### config.mk
export PLATFORM = sky130hd
export DESIGN_NAME = mem_copy_engine
export DESIGN_NICKNAME = d
export VERILOG_FILES = /design/src/rtl/mem_copy_engine.sv
export SDC_FILE = /design/constraint.sdc
export NUM_CORES = 1
export LEC_CHECK = 0
export ABC_CLOCK_PERIOD_IN_PS = 2590
export CORE_ASPECT_RATIO = 1.4
export CORE_MARGIN = 1
export CORE_UTILIZATION = 40
export CTS_CLUSTER_DIAMETER = 30
export CTS_CLUSTER_SIZE = 20
export DETAILED_ROUTE_END_ITERATION = 10
export PLACE_DENSITY = 0.69
export SLEW_MARGIN = 20
export SYNTH_ARGS = -nofsm -noshare
export SYNTH_HDL_FRONTEND = slang
export SYNTH_SLANG_ARGS = --single-unit
export TNS_END_PERCENT = 1
### constraint.sdc
create_clock -name clk -period 2.59 [get_ports clk]
set_input_delay 0.259 -clock clk [delete_from_list [all_inputs] [get_ports clk]]
set_output_delay 0.259 -clock clk [all_outputs]
set_load 0.005 [all_outputs]
### src/rtl/mem_copy_engine.sv
// mem_copy_engine
//
// Block-copy initiator for the 16-bit datapath. On a start request it copies
// len consecutive words from the source range to the destination range. Each
// word is read, then written, before the next word is read. While busy is
// high, this block owns the address, write-data and write-enable side of the
// synchronous main memory.
//
// Ports:
//   clk        clock; every state change happens on the rising edge
//   reset      asynchronous, active-high; forces IDLE and all outputs to 0
//   start      copy request, sampled only in IDLE
//   src        first source address, sampled with start
//   dst        first destination address, sampled with start
//   len        word count, sampled with start (0 gives an immediate done)
//   busy       copy in progress
//   done       one-cycle completion pulse
//   remaining  words not yet written
//   mem_addr   memory address (registered)
//   mem_wdata  memory write data (registered)
//   mem_we     memory write enable (registered; high only in WR)
//   mem_rdata  memory read data, valid the cycle after a read address

module mem_copy_engine #(
    parameter int DATA_WIDTH = 16,
    parameter int ADDR_WIDTH = 16
) (
    input  logic                  clk,
    input  logic                  reset,
    input  logic                  start,
    input  logic [ADDR_WIDTH-1:0] src,
    input  logic [ADDR_WIDTH-1:0] dst,
    input  logic [ADDR_WIDTH-1:0] len,
    output logic                  busy,
    output logic                  done,
    output logic [ADDR_WIDTH-1:0] remaining,
    output logic [ADDR_WIDTH-1:0] mem_addr,
    output logic [DATA_WIDTH-1:0] mem_wdata,
    output logic                  mem_we,
    input  logic [DATA_WIDTH-1:0] mem_rdata
);

    // Each word takes three cycles: present the read address, let the
    // registered read data arrive, then present the write.
    typedef enum logic [1:0] {
        ST_IDLE,
        ST_RD,
        ST_WAIT,
        ST_WR
    } state_t;

    state_t                state;
    logic [ADDR_WIDTH-1:0] src_ptr;
    logic [ADDR_WIDTH-1:0] dst_ptr;

    always_ff @(posedge clk or posedge reset) begin
        if (reset) begin
            state     <= ST_IDLE;
            src_ptr   <= '0;
            dst_ptr   <= '0;
            busy      <= 1'b0;
            done      <= 1'b0;
            remaining <= '0;
            mem_addr  <= '0;
            mem_wdata <= '0;
            mem_we    <= 1'b0;
        end else begin
            // NOTE: non-blocking assignments throughout, so every branch reads
            // the pre-edge value of state, pointers and remaining.
            done <= 1'b0;  // done is a pulse; only the two completion paths raise it
            case (state)
                ST_IDLE: begin
                    if (start) begin
                        if (len != '0) begin
                            state     <= ST_RD;
                            src_ptr   <= src;
                            dst_ptr   <= dst;
                            remaining <= len;
                            busy      <= 1'b1;
                            mem_addr  <= src;
                            mem_we    <= 1'b0;
                        end else begin
                            // Zero-length copy: acknowledge without touching memory.
                            done <= 1'b1;
                        end
                    end
                end

                ST_RD: begin
                    state <= ST_WAIT;
                end

                ST_WAIT: begin
                    // Read data for src_ptr is valid in this cycle.
                    state     <= ST_WR;
                    mem_wdata <= mem_rdata;
                    mem_addr  <= dst_ptr;
                    mem_we    <= 1'b1;
                end

                ST_WR: begin
                    mem_we <= 1'b0;
                    if (remaining > ADDR_WIDTH'(1)) begin
                        state     <= ST_RD;
                        src_ptr   <= src_ptr + ADDR_WIDTH'(1);
                        dst_ptr   <= dst_ptr + ADDR_WIDTH'(1);
                        mem_addr  <= src_ptr + ADDR_WIDTH'(1);
                        remaining <= remaining - ADDR_WIDTH'(1);
                    end else begin
                        state     <= ST_IDLE;
                        remaining <= '0;
                        busy      <= 1'b0;
                        done      <= 1'b1;
                    end
                end

                default: begin
                    state <= ST_IDLE;
                end
            endcase
        end
    end

endmodule
=== Word-level counts from Yosys, hierarchy flattened ===
Cells that the tools add are included.

* $lt $le $gt $ge: 1
* Eq/ne operators: 7
* Multiplexer cells: 28
* Reduce and logical (&&, ||, !) cells: 10
* Add/subtract/negate cells: 3

{| class="wikitable"
|+ Operators by type and width
! cell !! count
|-
| 16-bit 2-to-1 mux || 9
|-
| 16-bit case mux with 2 select lines || 3
|-
| 16-bit case mux with 3 select lines || 1
|-
| 16-bit by 1-bit adder with 16-bit output (second input constant) || 2
|-
| 16-bit by 1-bit > comparator with 1-bit output (second input constant) || 1
|-
| 16-bit nonzero test || 1
|-
| 16-bit by 1-bit subtractor with 16-bit output (second input constant) || 1
|-
| 4-bit AND reduction || 3
|-
| 1-bit 2-to-1 mux || 9
|-
| 2-bit != test (second input constant) || 4
|-
| 2-bit case mux with 4 select lines || 1
|-
| 3-bit AND reduction || 2
|-
| 2-bit == test (second input constant) || 2
|-
| 2-bit 2-to-1 mux || 2
|-
| 1-bit case mux with 2 select lines || 2
|-
| 1-bit case mux with 3 select lines || 1
|-
| 3-bit nonzero test || 1
|-
| 2-bit by 1-bit == test with 1-bit output (second input constant) || 1
|-
| 2-bit logical NOT || 1
|-
| 2-bit AND reduction || 1
|-
| 2-bit nonzero test || 1
|}

* Register bits after elaboration: 85
* Input port bits: 67
* Word-level logic and storage cells: 58
* Output and inout port bits: 51

=== Depth between registers and ports, before layout ===
Gate-level depths: netlist of the first run.

* Depth in word-level cells: 4
* Mapped depth: 9
* Mapped depth without buffers: 7

=== Worst setup path after synthesis of the first run ===
OpenSTA, ideal clock, no wires.

* Kind: register to register
* From: register state[0]
* To: register mem_addr[0]
* Period minus slack after synthesis: 2.333 ns
* Data required time: 2.465 ns
* Buffers on the path: 2
* Library setup time: 0.125 ns
* Arrival: 2.208 ns
* Setup slack: 0.257 ns
* Stages on the path, launching flop included: 10
* Path through: dfrtp_1 > inv_1 > ha_1 > nor4b_1 > and4_1 > clkbuf_1 > a21o_1 > nor3_4 > buf_6 > mux2_4

* Longest elaborated chain between the ends: 3
* Elaborated cells between the ends (all ways): 9
* Classes of those cells: eq/ne: 5; mux: 1; reduce/logical: 3

{| class="wikitable"
|+ Ends and longest elaborated chain
! element !! RTL line !! text
|-
| from (decl) || 52 || <nowiki>state_t state;</nowiki>
|-
| from (signal assigned) || 58 || <nowiki>state <= ST_IDLE;</nowiki>
|-
| from (signal assigned) || 75 || <nowiki>state <= ST_RD;</nowiki>
|-
| from (signal assigned) || 90 || <nowiki>state <= ST_WAIT;</nowiki>
|-
| 2-bit == test / 2-bit logical NOT (equally long branches) || 71 || <nowiki>case (state)</nowiki>
|-
| 2-bit != test (no line) / 3-bit nonzero test (equally long branches) || -- ||
|-
| 4-bit AND reduction (no line) || -- ||
|-
| to (signal assigned) || 80 || <nowiki>mem_addr <= src;</nowiki>
|-
| to (signal assigned) || 97 || <nowiki>mem_addr <= dst_ptr;</nowiki>
|-
| to (signal assigned) || 107 || <nowiki>mem_addr <= src_ptr + ADDR_WIDTH'(1);</nowiki>
|-
| to (decl) || 37 || <nowiki>output logic [ADDR_WIDTH-1:0] mem_addr,</nowiki>
|}

Parallel ways exist; a longest one is shown, timed or not.
A chain may end at the register's enable or synchronous reset.

=== Worst setup path in the final report of the first run ===
* From: register state[1]
* To: register src_ptr[7]

* Longest elaborated chain between the ends: 3
* Elaborated cells between the ends (all ways): 8
* Classes of those cells: eq/ne: 4; mux: 1; reduce/logical: 3

{| class="wikitable"
|+ Ends and longest elaborated chain
! element !! RTL line !! text
|-
| 2-bit == test / 2-bit logical NOT (equally long branches) || 71 ||
|-
| 2-bit != test (no line) / 2-bit nonzero test (equally long branches) || -- ||
|-
| 4-bit AND reduction (no line) || -- ||
|-
| to (signal assigned) || 76 || <nowiki>src_ptr <= src;</nowiki>
|-
| to (signal assigned) || 105 || <nowiki>src_ptr <= src_ptr + ADDR_WIDTH'(1);</nowiki>
|-
| to (decl) || 53 || <nowiki>logic [ADDR_WIDTH-1:0] src_ptr;</nowiki>
|}

Parallel ways exist; a longest one is shown, timed or not.

==> results of run 1 <==
state kept, by name, summed over array words and instances (netlist names):
name	cells
mem_addr	16
src_ptr	16
dst_ptr	16
state	2
remaining	16
mem_wdata	16
done	1
mem_we	1
busy	1
kinds of logic (layout without fill, tap and decap cells):
group	Yosys count	in the layout
mux	41	41
xor+xnor	6	6
compound gates	157	157
buf+inv	49	185
simple gates	190	190
flops	85	85
fa+ha+maj	9	9
through the flow:
stage | cells | utilization, % | hold WS (ns) | worst slack [ns]
detailed placement | 806 | 53.5 | 0.495 | -0.196
finish | 823 | 56.1 | 0.267 | 0.221
global placement | 806 | 53.5 | 0.491 | -0.0867
CTS | 823 | 56.1 | 0.284 | 0.119
global route | 823 | 56.1 | 0.328 | 0.0231
floorplan | 537 | - | 0.382 | 0.138
metal layers:
layer  part of all wire, %  GRT usage [%]
met1                    39           29.1
met2                    51           43.9
met3                   7.7           4.47
met4                   2.2           11.4
met5                     0              0
cell type report:
class,instances,area (sq um)
clock buffer,9,225
tap,150,188
timing repair buffer,154,1490
inverter,15,57.6
sequential,85,2130
clock inverter,7,63.8
multi-input combinational,403,2830
fill,1102,5460
cells in the mapped netlist (all sizes together) (3+ instances only):
cell | count | area [sq um]
dfrtp | 85 | 2130
nand2 | 54 | 205
mux2 | 39 | 477
o21ai | 32 | 164
nor2 | 26 | 100
clkbuf | 24 | 90.1
a21oi | 23 | 115
nand3 | 22 | 110
a221o | 21 | 210
nor3 | 16 | 103
inv | 15 | 56.3
nor4 | 15 | 109
nand4 | 12 | 75.1
nand2b | 11 | 68.8
a22oi | 10 | 75.1
buf | 10 | 57.6
a31oi | 9 | 56.3
ha | 9 | 113
o211ai | 9 | 67.6
o31ai | 8 | 60.1
or3 | 8 | 55.1
and2 | 6 | 37.5
o32ai | 6 | 52.6
a32oi | 5 | 43.8
and4 | 5 | 43.8
nor2b | 4 | 25.0
o22ai | 4 | 25.0
o311ai | 4 | 35.0
o41ai | 4 | 35.0
a21boi | 3 | 22.5
a41oi | 3 | 26.3
o221ai | 3 | 26.3
o2bb2ai | 3 | 26.3
or2 | 3 | 21.3
or4 | 3 | 26.3
xnor2 | 3 | 26.3
xor2 | 3 | 26.3
critical path, stage by stage, from the launching register on:
cell and delay [ns]:
dfrtp_1 0.36, buf_4 0.13, ha_2 0.29, inv_1 0.13, buf_4 0.18, or3_1 0.44, nor2_2 0.10, buf_4 0.23
o31ai_1 0.10, a221o_1 0.30
power groups by stage:
stage                     logic (W)  clock network (W)  registers (W)
after detailed placement    0.00105                  0        0.00190
after global routing        0.00115            0.00136        0.00193
after CTS                   0.00105            0.00130        0.00188
after global placement      0.00102                  0        0.00189
after floorplan            0.000676                  0        0.00178
final                       0.00105            0.00128        0.00189
repair_timing:
| item | 4_1_cts | 5_1_grt |
|---|---|---|
| buffers inserted | 1 | 0 |
| hold buffers | 0 | 0 |
| gates resized for setup | 2 | 2 |
| pin swaps | 1 | 0 |
| setup endpoints to repair | 33 | 9 |
path summary, 6_finish.rpt:
check,startpoint,cells after the start,to
min in group clk,mem_wdata[7],1,mem_wdata[7]
max in group asynchronous,reset,3,mem_addr[4]
hold / removal,reset,2,mem_wdata[12]
setup reg to reg,state[1],9,src_ptr[7]
hold reg to reg,mem_wdata[7],1,mem_wdata[7]
setup / recovery,state[1],9,src_ptr[7]
==> run summary, run 1 <==
XOR/XNOR share of the synthesized area - 1.02%
Outcome - finished, violations left
Die width - 97.9 um
Final Hold Vio Count - 0
Fmax - 422 MHz
Post-Synth Simple-Gate Area - 19.8%
Pin count of the biggest net entering global routing - 49
Post-Route WL - 15.9 mm
Fin crit share - 91.5%
Clock share of power - 30.4%
Yosys warning count - 0
Grt ovf - 0
Crit-path max FO - 15
Total core area - 12400 sq um
Global-route wire length before repair - 25.8 mm
Pwr dens - 605 nW/um^2
Critical Path RT - 2.83 ns
Startpoint types - register
Share of cells above drive strength 1 - 16.2%
Initial antenna violation count - 0
DR DRC count - 14
Root Driver - clkbuf_16
TNS Setup - 0 ns
ANT nets after route - 0
Max Slew Vio Count - 0
LEAKAGE - 2.73 nW
Power share of the sequential group - 44.8%
Number of distinct library cells after synthesis - 64
Transition time of the tightest slew-check pin - 1.02 ns
GPL Wtd Cong - 0.894
Routed wire length per instance - 19.3 um
Area after DPL - 6660 sq um
Num ports - 118
First-pass iteration count of the detailed router - 8
Total power - 0.00422 W
Clock Sinks - 85
Worst-skew pair later-pin latency - 0.35 ns
Max transition margin - 31.8%
Post-synthesis compound-gate area fraction - 22.0%
Gate count after technology mapping - 537
Int Pwr - 0.00288 W
Clock Tree Buf Depth - 2
Unrepaired setup endpoints after global routing - no
CP endpoint kind - register
Initial Util - 41.4%
Asr flop ratio synth - 100%
Nets - 744
Avg Inst Size Synth - 9.58 sq um
Prevailing post-synth register cell - dfrtp_1
Vias - 5030
Clock transition at path regs - 0.07 ns
Die ar. - 13300 sq um
Vias per cell - 6.11
Sw frac - 31.7%
GRT Total Usage - 24.8%
CP Class - reg2reg
Synth Net Count - 613
Crit path DAT - 2.61 ns
Synth Area in Adders - 2.19%
Number of enable flip-flop cells after synthesis - 0
Commonest cells after routing, fill and taps aside - clkdlybuf4s50_1, dfrtp_1, nand2_1
H-tree depth - 3
CTS tree - yes
Main combinational cell family by area after synthesis - compound AO/OA/AOI/OAI gates
Count of max-cap constraint violations - 0
Reg2Reg Setup Slack - 0.22 ns
Failing checks - DRC
Initial DRC count - 322
Commonest non-fill, non-tap cell in the layout - clkdlybuf4s50_1
Hold Path Class - in2async
ANT cells - 0
I/O Buffers - 117
Mux contribution to synthesized area - 9.65%
Mapped cell area - 5150 sq um
CTS Buf Count - 9
Power share of the combinational group - 24.8%
#FFs+latches synth - 85
Vias in the first global route - 5009
Setup Skew - 0.00762 ns
Die Height - 136 um
Min Tclk post-route - 2.37 ns
# setup viols final - 0
Switch Pwr - 0.00134 W
Rows - 48
Post-DP HPWL - 11.5 mm
Area Growth Syn to Fin - 35.6%
Peak VDD IR - 0.296 mV
Layout Cell Area excl Fill - 6980 sq um
Post-synthesis sequential area ratio - 41.3%
Note: power is estimated with default switching activity, not from simulation.
==> inputs of run 2 (changes only) <==
--- a/config.mk
+++ b/config.mk
@@ -10,9 +10,9 @@
 export CORE_MARGIN = 1
 export CORE_UTILIZATION = 40
 export CTS_CLUSTER_DIAMETER = 30
-export CTS_CLUSTER_SIZE = 20
+export CTS_CLUSTER_SIZE = 40
 export DETAILED_ROUTE_END_ITERATION = 10
-export PLACE_DENSITY = 0.69
+export DONT_BUFFER_PORTS = 1
 export SLEW_MARGIN = 20
 export SYNTH_ARGS = -nofsm -noshare
 export SYNTH_HDL_FRONTEND = slang
==> run summary, run 2 (synthesized netlist as in run 1, its figures left out) <==
Post CTS Setup Buffer Count - 0
Num ports - 118
Routed wire length per instance - 21.5 um
Root Driver - clkbuf_16
Hold Path Class - in2reg
CTS Buf Count - 9
Clock transition at path regs - 0.06 ns
DR DRC count - 8
Pin count of the biggest net entering global routing - 86
Commonest cells after routing, fill and taps aside - dfrtp_1, nand2_1, mux2_2, o21ai_0, nor2_1
Commonest non-fill, non-tap cell in the layout - dfrtp_1
FF-to-FF End - dst_ptr[13]
Post-DP HPWL - 10.5 mm
# setup viols final - 0
Crit-path max FO - 12
Startpoint types - register
Crit path DAT - 2.79 ns
Hold path start - len[9]
LEAKAGE - 2.23 nW
Nets - 615
Initial antenna violation count - 2
Clock Tree Buf Depth - 2
Total power - 0.00400 W
Die ar. - 13300 sq um
Max transition margin - 27.6%
Count of max-cap constraint violations - 0
Non-filler cells in the finished layout - 695
Final Hold Vio Count - 0
Transition time of the tightest slew-check pin - 1.08 ns
Setup Skew - 0.00719 ns
GPL Wtd Cong - 0.886
Die Height - 136 um
Max Slew Vio Count - 0
TNS Setup - 0 ns
CP endpoint kind - register
Share of cells above drive strength 1 - 17.3%
Hold depth - 2
Rows - 48
Clock Sinks - 85
Worst-skew pair later-pin latency - 0.34 ns
Post-Route WL - 14.9 mm
Critical Path RT - 2.87 ns
Vias - 4511
Initial Util - 41.4%
Vias in the first global route - 4532
Outcome - finished, violations left
R2R depth - 6
Global-route wire length before repair - 23.7 mm
Unrepaired setup endpoints after global routing - yes
Grt ovf - 0
Min Tclk post-route - 2.50 ns
CTS tree - yes
Fin crit share - 96.7%
Hold worst-path end - remaining[9]
Reg2Reg Setup Slack - 0.09 ns
ANT nets after route - 0
Vias per cell - 6.49
Failing checks - DRC
Area Growth Syn to Fin - 11.5%
Fmax - 399 MHz
Placed insts - 677
Initial DRC count - 274
Total core area - 12400 sq um
Worst r2r src - remaining[1]
I/O Buffers - 0
H-tree depth - 3
Critical path origin - remaining[1]
Peak VDD IR - 0.300 mV
Die width - 97.9 um
Pwr dens - 696 nW/um^2
First-pass iteration count of the detailed router - 8
CP Class - reg2reg
GRT Total Usage - 22.6%
## run 2: worst max-delay path: stages, from the launching register on
cell	delay (ns)
dfrtp_1	0.44
inv_1	0.11
ha_1	0.32
o211ai_1	0.36
nor3_4	0.06
nor2_1	0.82
o221a_2	0.34
## run 2: cell type report
type | instances | area [sq um]
Antenna cell | 2 | 5.00
Clock buffer | 11 | 253
Clock inverter | 4 | 47.5
Fill cell | 1146 | 6690
Inverter | 15 | 57.6
Multi-Input combinational cell | 403 | 2820
Sequential cell | 85 | 2130
Tap cell | 150 | 188
Timing Repair Buffer | 25 | 244
## run 2: worst max-delay path by stage
stage,end,slack [ns],cells after the start
after floorplan,busy,0.14,1
after global placement,dst_ptr[13],0.20,6
after detailed placement,mem_addr[9],0.11,8
after CTS,mem_addr[7],0.09,8
after global routing,dst_ptr[13],-0.03,7
final,dst_ptr[13],0.09,6
## run 2: what timing repair did
action,4_1_cts,5_1_grt
resized for setup,0,2
endpoints found under the hold margin,85,0
endpoints found under the setup margin,0,14
hold buffers,1,0
## run 2: through the flow
step,setup slack [ns],utilization [%],hold slack (ns),area [sq um]
finish,0.0860,46.2,0.0511,5740
floorplan,0.138,-,0.382,5150
global placement,0.203,43.6,0.282,5420
detailed placement,0.112,43.6,0.287,5420
CTS,0.0873,46.1,0.0466,5730
global route,-0.0318,46.2,0.0508,5740
## run 2: metal layers
metal	share of wire, %	track usage (%)	wire (um)
met1	39	25.7	5790
met4	2.9	10.1	429
met3	8.1	6.38	1220
met5	0	0	0
met2	50	39.5	7500
## run 2: power breakdown
group / total, W / internal (W) / switching (W)
Clock: 0.00132 / 0.000791 / 0.000531
Sequential: 0.00192 / 0.00157 / 0.000345
Combinational: 0.000761 / 0.000416 / 0.000345
Total: 0.00400 / 0.00278 / 0.00122
==> RTL edit: new RTL, config.mk and constraints of run 1 <==
Make the reset (`reset`) synchronous in one clocked block. Comments in the files are not updated.
--- a/src/rtl/mem_copy_engine.sv
+++ b/src/rtl/mem_copy_engine.sv
@@ -54,5 +54,5 @@
     logic [ADDR_WIDTH-1:0] dst_ptr;
 
-    always_ff @(posedge clk or posedge reset) begin
+    always_ff @(posedge clk) begin
         if (reset) begin
             state     <= ST_IDLE;
Check against the original RTL: differs if reset is asserted again (counterexample within 4 cycles, from zero or initial values and one cycle with reset high); with reset held inactive, the same outputs for 10 cycles.
==> RTL edit against run 1 <==
- wire length is 11% lower
- worst setup slack worse by 0.12 ns
- synthesized area is 7.3% lower
- count of clock-buffer cells in the layout is 1 higher
- design area is 6.6% lower
- synthesized cell count is 13% higher
- cell count is 4.9% higher
- sequential cell count stayed put
Power is not compared: it rests on default switching activity, and its combinational part moved more than twofold at a synthesized area within 25%.
==> RTL edit: results (changes against run 1) <==
stage,metric,value,unit,change
synth,synth_top_cells_by_area,"dfxtp_1 (36%), nor2_1 (7.3%), a21oi_1 (5.1%), mux2i_1 (4.6%), nand2_1 (4.6%)",,"was dfrtp_1 (41%), mux2_2 (6.3%), a221o_1 (4.1%), nand2_1 (3.9%), mux2_4 (2.9%)"
placement,placed_area,0.00611,sq mm,was 0.00666 sq mm
final_layout,drive_gt1_share,8.62,%,was 16.2%
clock_tree,insertion_delay,0.34,ns,
synth,synthTopCellsByCount,"nor2_1 (93), dfxtp_1 (85), nand2_1 (58)",,"was dfrtp_1 (85), nand2_1 (53), o21ai_0 (30)"
placement,pre_cts_ws,-0.0658,ns,was -0.196 ns
final_layout,num-nets-final,790,,was 744
grt,grt.total_usage,23.7,%,was 24.8%
grt,grt_pass1_wl,23300,um,was 25800 um
grt,first_global_vias,4802,,was 5009
synth,synthesis.nets,685,,was 613
synth,ys_seq_area_share,35.7,%,was 41.3%
worst_setup_path,reg2reg_slack,0.10,ns,was 0.22 ns
grt,grt_max_degree,69,,was 49
detailed_routing,wl,14200,um,was 15900 um
worst_setup_path,cp_top_family,simple AND/OR/NAND/NOR gates,,was buffers and inverters
clock_tree,cts_resized,0,,was 2
placement,dpl.hpwl,9920,um,was 11500 um
outcome,status,completed,,"was finished, violations left"
sta,skew,0.00698,ns,was 0.00762 ns
worst_setup_path,rr_endpoint,src_ptr[11]$_SDFFE_PP0P_,,was src_ptr[7]$_DFFE_PP0P_
worst_setup_path,worst-r2r-cell-count,10,,was 9
worst_hold_path,min_path_type,register to register,,was primary input to asynchronous set/reset pin
placement,gp_congestion,0.927,,was 0.894
worst_setup_path,r2r_start,state[0]$_SDFFE_PP0P_,,was state[1]$_DFFE_PP0P_
worst_setup_path,worst-path-max-fanout,25,,was 15
detailed_routing,viasPerCell,5.81,,was 6.11
worst_setup_path,max_stage_delay,0.40,ns,was 0.44 ns
synth,synth_cell_types,59,,was 64
sta,slew_headroom,37.1,%,was 31.8%
synth,async_reset_ff_share,0,%,was 100%
synth,synth_top_flop_cell,dfxtp_1,,was dfrtp_1
final_layout,antennaDiodeCount,0,,unchanged
detailed_routing,drtIter0Drc,329,,was 322
detailed_routing,drt_pre_antenna_iters,5,,was 8
clock_tree,cts_setup_buffers,0,,was 1
RTL edit: changes by cell type after synthesis, moves of 8 or more:
cell             run 1  this run
a22oi_1             10         2
a31oi_1              9         1
a211oi_1             0        23
a221oi_1             1        13
dfxtp_1              0        85
nor2_1              25        93
nand3_1             22         9
a21oi_1             23        49
mux2_4              10         0
a221o_1             21         0
dfrtp_1             85         0
o211ai_1             9         1
mux2_2              29         0
mux2i_1              2        22
RTL edit: worst register-to-register path, cell delays in order (launching register included):
cell	delay (ns)
dfxtp_2	0.36
inv_1	0.08
ha_1	0.23
nor2b_1	0.16
and4_4	0.16
a21o_2	0.29
buf_4	0.19
or3_1	0.40
buf_12	0.18
o21ai_0	0.19
a21oi_1	0.09
RTL edit: layout make-up:
cell class / instances / area, sq um
fill: 1081 / 4940
multi-input combinational: 464 / 2830
clock buffer: 10 / 239
clock inverter: 6 / 134
tap: 144 / 180
inverter: 16 / 60.1
sequential: 85 / 1700
timing repair buffer: 138 / 1370
RTL edit: power breakdown:
group / leakage, nW / total, W / switching [W] / internal (W)
Sequential: 0.700 / 0.00226 / 0.000482 / 0.00177
Clock: 0.183 / 0.00161 / 0.000544 / 0.00107
Combinational: 1.45 / 0.00372 / 0.00195 / 0.00177
RTL edit: stage by stage:
step	TNS [ns]	hold WS [ns]	utilization [%]	power [W]	cells
after floorplan	0	0.407	-	0.00448	609
after global placement	0	0.474	53.4	0.00574	845
after detailed placement	-0.155	0.482	53.4	0.00586	845
after CTS	0	0.497	56.7	0.00752	862
after global routing	0	0.517	56.9	0.00812	863
final	0	0.491	56.9	0.00759	863
RTL edit: metal layers:
metal / wire (um) / up-vias / GRT usage [%]
li1: - / 2417 / -
met2: 7230 / 186 / 40.4
met1: 5630 / 2375 / 27.6
met4: 476 / 0 / 11.3
met5: 0 / - / 0
met3: 860 / 37 / 4.98
RTL edit: worst max-delay path by stage:
stage                     slack, ns                        to             startpoint
final                          0.10  src_ptr[11]$_SDFFE_PP0P_  state[0]$_SDFFE_PP0P_
after global routing           0.03  src_ptr[11]$_SDFFE_PP0P_  state[0]$_SDFFE_PP0P_
after CTS                      0.02  src_ptr[11]$_SDFFE_PP0P_  state[0]$_SDFFE_PP0P_
after detailed placement      -0.07  mem_addr[5]$_SDFFE_PP0P_                len[12]
after global placement         0.02  mem_addr[5]$_SDFFE_PP0P_                 len[9]
after floorplan                0.43  dst_ptr[14]$_SDFFE_PP0P_  state[0]$_SDFFE_PP0P_
RTL edit: logic make-up after synthesis:
kind of cell,count (synthesis),share of synthesized area (%)
fa+ha+maj,9,2.36
simple gates,250,25.5
mux,22,4.62
xor+xnor,16,2.94
flops,85,35.7
compound gates,166,23.2
buf+inv,61,5.64
